**src/rtl/cpu_pkg.sv**
```systemverilog
// cpu_pkg: PC source select codes, reset/exception vectors and PC-select FSM state type
package cpu_pkg;
  localparam int PCSRC_INC = 0;
  localparam int PCSRC_BR  = 1;
  localparam int PCSRC_JMP = 2;
  localparam int PCSRC_EPC = 3;
  localparam logic [31:0] RESET_VECTOR = 32'h0000_0000;
  localparam logic [31:0] EXC_VECTOR   = 32'h0000_0180;
  typedef enum logic {RUN, HOLD} pc_state_e;
endpackage

```
**src/rtl/pc_src_mux.sv**
```systemverilog
// pc_src_mux: N:1 selector (sel, data -> out) that returns fallback and valid=0 when sel >= N
module pc_src_mux #(
  parameter int WIDTH = 32,
  parameter int N     = 4,
  parameter int SEL_W = $clog2(N)
) (
  input  logic [SEL_W-1:0]   sel,
  input  logic [N*WIDTH-1:0] data,
  input  logic [WIDTH-1:0]   fallback,
  output logic [WIDTH-1:0]   out,
  output logic               valid
);
  always_comb begin
    out   = fallback;
    valid = 1'b0;
    for (int i = 0; i < N; i++) begin
      if (32'(sel) == i) begin
        out   = data[i*WIDTH +: WIDTH];
        valid = 1'b1;
      end
    end
  end
endmodule

```
**src/rtl/pc_select_unit.sv**
```systemverilog
// pc_select_unit: PC register + source select with stall-deferred redirect (pending) and sticky misalign_err; pc_target is the live selected source
module pc_select_unit
  import cpu_pkg::*;
#(
  parameter int               WIDTH      = 32,
  parameter int               NUM_SRC    = 4,
  parameter int               SEL_W      = $clog2(NUM_SRC),
  parameter logic [WIDTH-1:0] RESET_VEC  = WIDTH'(RESET_VECTOR),
  parameter int               ALIGN_BITS = 2
) (
  input  logic                     clk,
  input  logic                     reset_n,
  input  logic [SEL_W-1:0]         sel,
  input  logic [NUM_SRC*WIDTH-1:0] src_data,
  input  logic                     pc_write,
  input  logic                     pc_write_cond,
  input  logic                     cond_true,
  input  logic                     stall,
  input  logic                     err_clear,
  output logic [WIDTH-1:0]         pc_out,
  output logic [WIDTH-1:0]         pc_target,
  output logic                     pending,
  output logic                     misalign_err
);
  localparam logic [WIDTH-1:0] ALIGN_MASK = ~({WIDTH{1'b1}} << ALIGN_BITS);
  pc_state_e        state;
  logic [WIDTH-1:0] hold_pc;
  logic             sel_ok;
  logic             req;
  logic             mis;
  logic             good;
  pc_src_mux #(.WIDTH(WIDTH), .N(NUM_SRC), .SEL_W(SEL_W)) u_mux (
    .sel      (sel),
    .data     (src_data),
    .fallback (pc_out),
    .out      (pc_target),
    .valid    (sel_ok)
  );
  assign req  = sel_ok & (pc_write | (pc_write_cond & cond_true));
  assign mis  = |(pc_target & ALIGN_MASK);
  assign good = req & ~mis;
  always_ff @(posedge clk or negedge reset_n) begin
    if (!reset_n) begin
      state        <= RUN;
      pc_out       <= RESET_VEC;
      hold_pc      <= '0;
      pending      <= 1'b0;
      misalign_err <= 1'b0;
    end else begin
      misalign_err <= (req & mis) | (misalign_err & ~err_clear);
      if (state == RUN) begin
        if (good & ~stall) pc_out <= pc_target;
        else if (good) begin
          hold_pc <= pc_target;
          state   <= HOLD;
          pending <= 1'b1;
        end
      end else if (stall) begin
        if (good) hold_pc <= pc_target;
      end else begin
        pc_out  <= good ? pc_target : hold_pc;
        state   <= RUN;
        pending <= 1'b0;
      end
    end
  end
endmodule

```
**config.mk**
```make
export PLATFORM = sky130hd
export DESIGN_NAME = pc_select_unit
export DESIGN_NICKNAME = d
export VERILOG_FILES = /design/src/rtl/cpu_pkg.sv /design/src/rtl/pc_src_mux.sv /design/src/rtl/pc_select_unit.sv
export SDC_FILE = /design/constraint.sdc
export NUM_CORES = 1
export LEC_CHECK = 0
export CORE_ASPECT_RATIO = 1.25
export CORE_MARGIN = 2
export CORE_UTILIZATION = 60
export DETAILED_ROUTE_END_ITERATION = 10
export DONT_BUFFER_PORTS = 1
export GPL_TIMING_DRIVEN = 0
export PLACE_DENSITY = 0.75
export SYNTH_ARGS = -nofsm -noshare
export SYNTH_HDL_FRONTEND = slang
export SYNTH_SLANG_ARGS = --single-unit
```
**constraint.sdc**
```tcl
create_clock -name clk -period 3.5 [get_ports clk]
set_clock_uncertainty 0.2 [all_clocks]
set_input_delay 0.175 -clock clk [delete_from_list [all_inputs] [get_ports clk]]
set_output_delay 0.175 -clock clk [all_outputs]
set_load 0.01 [all_outputs]
```
==> results of run 1 <==
## kinds of logic after synthesis
kind of cell | synth area share (%)
AOI/OAI and AO/OA | 19.3
buffers and inverters | 4.57
DFF | 46.1
muxes | 29.1
and+or+nand+nor | 1.03
## critical path, stage by stage
cell and delay, ps:
buf_2 150, mux4_2 610, or3_1 410, buf_6 160, nor2_8 130, buf_4 220, mux2_2 350
## power by group
group | switching, W | internal [W]
combinational | 0.000238 | 0.000381
clock | 0.000289 | 0.000254
sequential | 0.000255 | 0.00104
total | 0.000782 | 0.00167
## sequential cells by signal (all words and copies together) (netlist names)
name / cells
state: 1
misalign_err: 1
hold_pc: 32
pending: 1
pc_out: 32
## per-stage QoR
| step | utilization, % | hold slack [ps] |
|---|---|---|
| floorplan | - | -321 |
| global placement | 64.0 | -319 |
| detailed placement | 64.0 | -319 |
| CTS | 67.9 | 81.5 |
| global route | 67.9 | 84.2 |
| finish | 67.9 | 86.2 |
## layer usage
metal / track usage, % / vias up / wire (um)
li1: - / 984 / -
met1: 32.1 / 1192 / 3190
met2: 41.7 / 134 / 4280
met3: 8.66 / 14 / 847
met4: 10.8 / 0 / 185
met5: 0 / - / 0
## repair_timing
item,4_1_cts,5_1_grt
endpoints found under the setup margin,0,0
hold buffers,5,0
hold endpoints to repair,101,0
## cell type report
cell class / instances / area (um2) / share of cell area [%]
timing repair buffer: 5 / 67.6 / 1.71
clock buffer: 11 / 131 / 3.32
clock inverter: 5 / 30.0 / 0.760
tap: 66 / 82.6 / 2.09
inverter: 7 / 26.3 / 0.665
sequential: 67 / 1680 / 42.4
buffer: 23 / 140 / 3.55
multi-input combinational: 136 / 1800 / 45.5
## synthesized netlist by cell type (all sizes together)
cell type	instances	area, um2
mux4	32	721
a21oi	3	26.3
dfrtp	67	1680
nor2	4	31.3
o31ai	2	20.0
o32ai	2	17.5
inv	7	26.3
mux2	30	338
o21ai	1	5.00
clkbuf	9	33.8
or3	1	6.26
buf	14	106
o22ai	31	194
a2bb2oi	30	438
## final timing paths
path	start	end	slack, ps	cells past startpoint
worst max-delay path	sel[0]	hold_pc[15]$_DFFE_PN0P_	1310	7
worst max register to register	state$_DFF_PN0_	pc_out[18]$_DFFE_PN0P_	1850	4
worst min-delay path	src_data[19]	hold_pc[19]$_DFFE_PN0P_	90	2
min in group asynchronous	reset_n	hold_pc[0]$_DFFE_PN0P_	160	2
worst min register to register	hold_pc[0]$_DFFE_PN0P_	hold_pc[0]$_DFFE_PN0P_	290	2
max in group asynchronous	reset_n	hold_pc[6]$_DFFE_PN0P_	2650	2
==> flow_metrics.tcl, run 1 <==
set metrics [dict create \
    status "completed" \
    initial_utilization_pct 62.6 \
    max_slew.worst_pin.slew_ps 772 \
    period_share_pct 62.5 \
    arrival_ps 2200 \
    die-area_um2 6710 \
    ys_ff_latch 67 \
    worstSetupPathType "input port to flip-flop" \
    overflow 0 \
    cap_viol_max_count 0 \
    cp.required_ps 3520 \
    insertion_delay_ps 340 \
    cts_tree "done" \
    area_growth_pct 8.56 \
    drt_iter0_markers 106 \
    wl_um 8510 \
    rows 31 \
    synth.avg_cell_area_um2 15.6 \
    dpl_cell_area_um2 3720 \
    cp_max_fo 10 \
    maxSlewHeadroom_pct 48.5 \
    setup_viol 0 \
    ant_nets 0 \
    final_cells 320 \
    clkSinkCount 67 \
    post_drt_wl_per_cell_um 26.6 \
    vias 2324 \
    cts_made_buffers 9 \
    min_path_type "input port to flip-flop" \
    syn_area_um2 3640 \
    p_leak_nw 1.51 \
    startpoint_type "input port" \
    power-per-cell-area_nw_per_um2 621 \
    hold_viol_final 0 \
    grt_pass1_wl_um 13000 \
    track_usage_pct 26.1 \
    cts.clk_slew.worst_paths_ps 70 \
    hpwlAfterDp_um 6260 \
    dp_slack_ps 951 \
    mostFrequentLayoutCells "67 x dfrtp_1, 32 x mux4_2, 31 x o22ai_1" \
    placed_cells 299 \
    rsz0062_at_grt "false" \
    clock-root-buffer "clkbuf_8" \
    fin_crit_ps 2190 \
    syn_inst 233 \
    ys_types 22 \
    drt_pass1_iterations 4 \
    maxSlewViolCount 0 \
    yosysSeqAreaShare_pct 46.1 \
    drive_gt1_share_pct 45.7 \
    gp_congestion 0.769 \
    final_common_cell "dfrtp_1" \
    finalNetCount 386 \
    fin_area_um2 3950 \
    grt_pass1_vias 2477 \
    worst_slack_ps 1310 \
    ctsResizeCount 0 \
    antenna_found_initial 0 \
    max-clock-path-buffers 2 \
    antennaDiodeCount 0 \
    post_cts_buffers 0 \
    io_pins 203 \
    tns_ps 0 \
    total_power_w 0.00245 \
    vias_per_cell 7.26 \
    synth_nets 370 \
    die_w_um 73.7 \
    ir_drop_mv 0.352 \
    cp-end-kind "flip-flop" \
    nFillCells 418 \
    grt_max_degree 68 \
    core_area_um2 5820 \
    fmax_mhz 457 \
    port_buffers 0 \
    drc 0 \
    die_h_um 91.1 \
    cts_max_level 3 \
    yosys_warnings 0 \
]
No activity file was read; power rests on OpenSTA's default activity.
==> run 2: changes to the inputs <==
--- a/config.mk
+++ b/config.mk
@@ -5,9 +5,10 @@
 export SDC_FILE = /design/constraint.sdc
 export NUM_CORES = 1
 export LEC_CHECK = 0
+export ABC_AREA = 1
 export CORE_ASPECT_RATIO = 1.25
 export CORE_MARGIN = 2
-export CORE_UTILIZATION = 60
+export CORE_UTILIZATION = 58
 export DETAILED_ROUTE_END_ITERATION = 10
 export DONT_BUFFER_PORTS = 1
 export GPL_TIMING_DRIVEN = 0
==> constraint.sdc (replaced) <==
create_clock -name clk -period 1.87 [get_ports clk]
set_clock_uncertainty 0.2 [all_clocks]
set_input_delay 0.0935 -clock clk [delete_from_list [all_inputs] [get_ports clk]]
set_output_delay 0.0935 -clock clk [all_outputs]
set_load 0.01 [all_outputs]
==> flow_metrics.tcl, run 2 <==
set metrics [dict create \
    yosys.area.top_type_share_pct 41.4 \
    startpoint_type "input port" \
    synth_area_leaders "dfrtp_1 41%, nand2_1 28%, nand3_1 10%" \
    p_leak_nw 2.65 \
    clkSinkCount 67 \
    antennaDiodeCount 0 \
    ys.flop_type "dfrtp_1" \
    ir_drop_mv 0.570 \
    post_drt_wl_per_cell_um 18.5 \
    mostFrequentLayoutCells "306 x nand2_1, 84 x nand3_1, 67 x dlygate4sd3_1, 67 x dfrtp_1, 44 x nor2_1" \
    yosysSeqAreaShare_pct 41.4 \
    hpwlAfterDp_um 9290 \
    initial_utilization_pct 59.2 \
    total_power_w 0.00468 \
    final_cells 787 \
    dp_slack_ps -240 \
    power-per-cell-area_nw_per_um2 928 \
    met2_usage_pct 62.8 \
    maxSlewHeadroom_pct 57.6 \
    fmax_mhz 561 \
    final_common_cell "nand2_1" \
    maxSlewViolCount 0 \
    cp_cell_sequence "buf_6, buf_6, nand2_1, inv_1, clkbuf_1, nand2_1, nand4_1" \
    fin_crit_ps 1780 \
    met3_usage_pct 11.6 \
    io_pins 203 \
    rows 34 \
    synth.avg_cell_area_um2 6.61 \
    ys_ff_latch 67 \
    period_share_pct 95.3 \
    cts.clk_slew.worst_paths_ps 70 \
    grt_pass1_vias 4637 \
    max-clock-path-buffers 2 \
    drt_iter0_markers 356 \
    vias 4689 \
    cts_made_buffers 9 \
    drt_pass1_iterations 6 \
    syn_area_um2 4050 \
    ys_types 24 \
    synth_edf_count 0 \
    die_w_um 78.8 \
    die-area_um2 7670 \
    final_util_pct 73.7 \
    synth_nets 750 \
    die_h_um 97.4 \
    wl_um 14600 \
    max_slew.worst_pin.slew_ps 637 \
    hold_viol_final 0 \
    status "completed" \
    drive_gt1_share_pct 8.03 \
    critPathMaxStageDelay_ps 500 \
    cpMaxStageDelayCell "clkbuf_1" \
    track_usage_pct 38.5 \
    cts_tree "done" \
    vias_per_cell 5.96 \
    insertion_delay_ps 340 \
    gp_congestion 0.863 \
    grt_pass1_wl_um 22700 \
    yosys_warnings 0 \
    async_flop_share_pct 100 \
    cap_viol_max_count 0 \
    drc 0 \
    worst_slack_ps 88.1 \
    rsz0062_at_grt "false" \
    cp.required_ps 1580 \
    setup_viol 0 \
    antenna_found_initial 0 \
    port_buffers 0 \
    cp_max_fo 10 \
    min_path_type "input port to flip-flop" \
    overflow 0 \
    finalNetCount 829 \
    core_area_um2 6850 \
    worstSetupPathType "input port to primary output" \
    crit_buf_inv 4 \
    placed_cells 703 \
    crit_family "buffers and inverters" \
    use_met1_pct 44.1 \
    gr-max-usage-layer "met2" \
    ant_nets 0 \
    clock-root-buffer "clkbuf_8" \
    syn_inst 613 \
    reg.largest.list "hold_pc: 32 flops, pc_out: 32 flops" \
    cts_max_level 3 \
    arrival_ps 1490 \
    grt_max_degree 68 \
    area_growth_pct 24.6 \
    yosysTopAreaCell "dfrtp_1" \
    cp-end-kind "primary output" \
    yosysMostFrequentCell "nand2_1" \
    ys_top_cells_by_count "306 x nand2_1, 84 x nand3_1, 67 x dfrtp_1" \
]
[run 2: changes by cell type in the layout (fill, tap and decap cells not counted), moves of 7 or more]
cell           delta
o21ai_0           +7
nand2_1         +306
mux4_2           -32
a2bb2oi_2        -28
nor2_1           +41
mux2_2           -27
buf_2             +8
o22ai_1          -31
nand4_1          +14
nand3_1          +84
inv_1            +16
dlygate4sd3_1    +63
[run 2: worst reg2reg max path, cell delays in order (launching register included)]
cell        delay, ps
dfrtp_1           430
clkinvlp_4        250
nor2_4            230
clkbuf_2          290
nand3_1           140
nand3_1           120
[run 2: what timing repair did]
| item | CTS | global route |
|---|---|---|
| hold buffers | 66 | 2 |
| resized for setup | 3 | 4 |
| setup buffers | 0 | 0 |
| hold endpoints to repair | 113 | 67 |
| endpoints found under the setup margin | 20 | 25 |
[run 2: final timing paths]
path	endpoint	slack, ps	cells past startpoint	start
setup / recovery	pc_target[7]	90	7	sel[1]
hold / removal	hold_pc[2]$_DFFE_PN0P_	10	6	src_data[98]
setup reg to reg	pc_out[10]$_DFFE_PN0P_	150	5	state$_DFF_PN0_
hold reg to reg	hold_pc[23]$_DFFE_PN0P_	270	2	hold_pc[23]$_DFFE_PN0P_
max in group asynchronous	pc_out[30]$_DFFE_PN0P_	1070	2	reset_n
min in group asynchronous	pc_out[27]$_DFFE_PN0P_	120	2	reset_n
[run 2: stage by stage]
| stage | instance area (um2) | TNS (ps) | hold WS [ps] |
|---|---|---|---|
| after floorplan | 4050 | 0 | -402 |
| after global placement | 4160 | -3820 | -399 |
| after detailed placement | 4160 | -5450 | -398 |
| after CTS | 5000 | 0 | -763 |
| after global routing | 5050 | 0 | 36.4 |
| final | 5050 | 0 | 14.7 |
[run 2: cell families (layout without fill, tap and decap cells)]
| logic type | after synthesis | count (layout) | synth area share [%] |
|---|---|---|---|
| compound gates | 20 | 20 | 2.96 |
| buf+inv | 63 | 147 | 7.97 |
| simple gates | 463 | 463 | 47.7 |
| flops | 67 | 67 | 41.4 |
[run 2: metal layers]
metal | vias up | routed length, um | part of all wire [%]
met2 | 358 | 6900 | 47
met3 | 90 | 1590 | 11
li1 | 2103 | - | -
met4 | 0 | 920 | 6.3
met1 | 2138 | 5140 | 35
met5 | - | 0 | 0
[run 2: final cells by class]
| cell class | instances | area [um2] |
|---|---|---|
| buffer | 36 | 225 |
| clock buffer | 14 | 163 |
| clock inverter | 2 | 10.0 |
| fill | 529 | 1800 |
| inverter | 27 | 105 |
| multi-input combinational | 483 | 2060 |
| sequential | 67 | 1680 |
| tap | 90 | 113 |
| timing repair buffer | 68 | 698 |
[run 2: report_power, final]
group / total, W / switching, W / internal, W / leakage (nW)
Combinational: 0.00127 / 0.000778 / 0.000489 / 1.70
Sequential: 0.00234 / 0.000460 / 0.00188 / 0.856
Clock: 0.00108 / 0.000525 / 0.000552 / 0.0905
Total: 0.00468 / 0.00176 / 0.00292 / 2.65
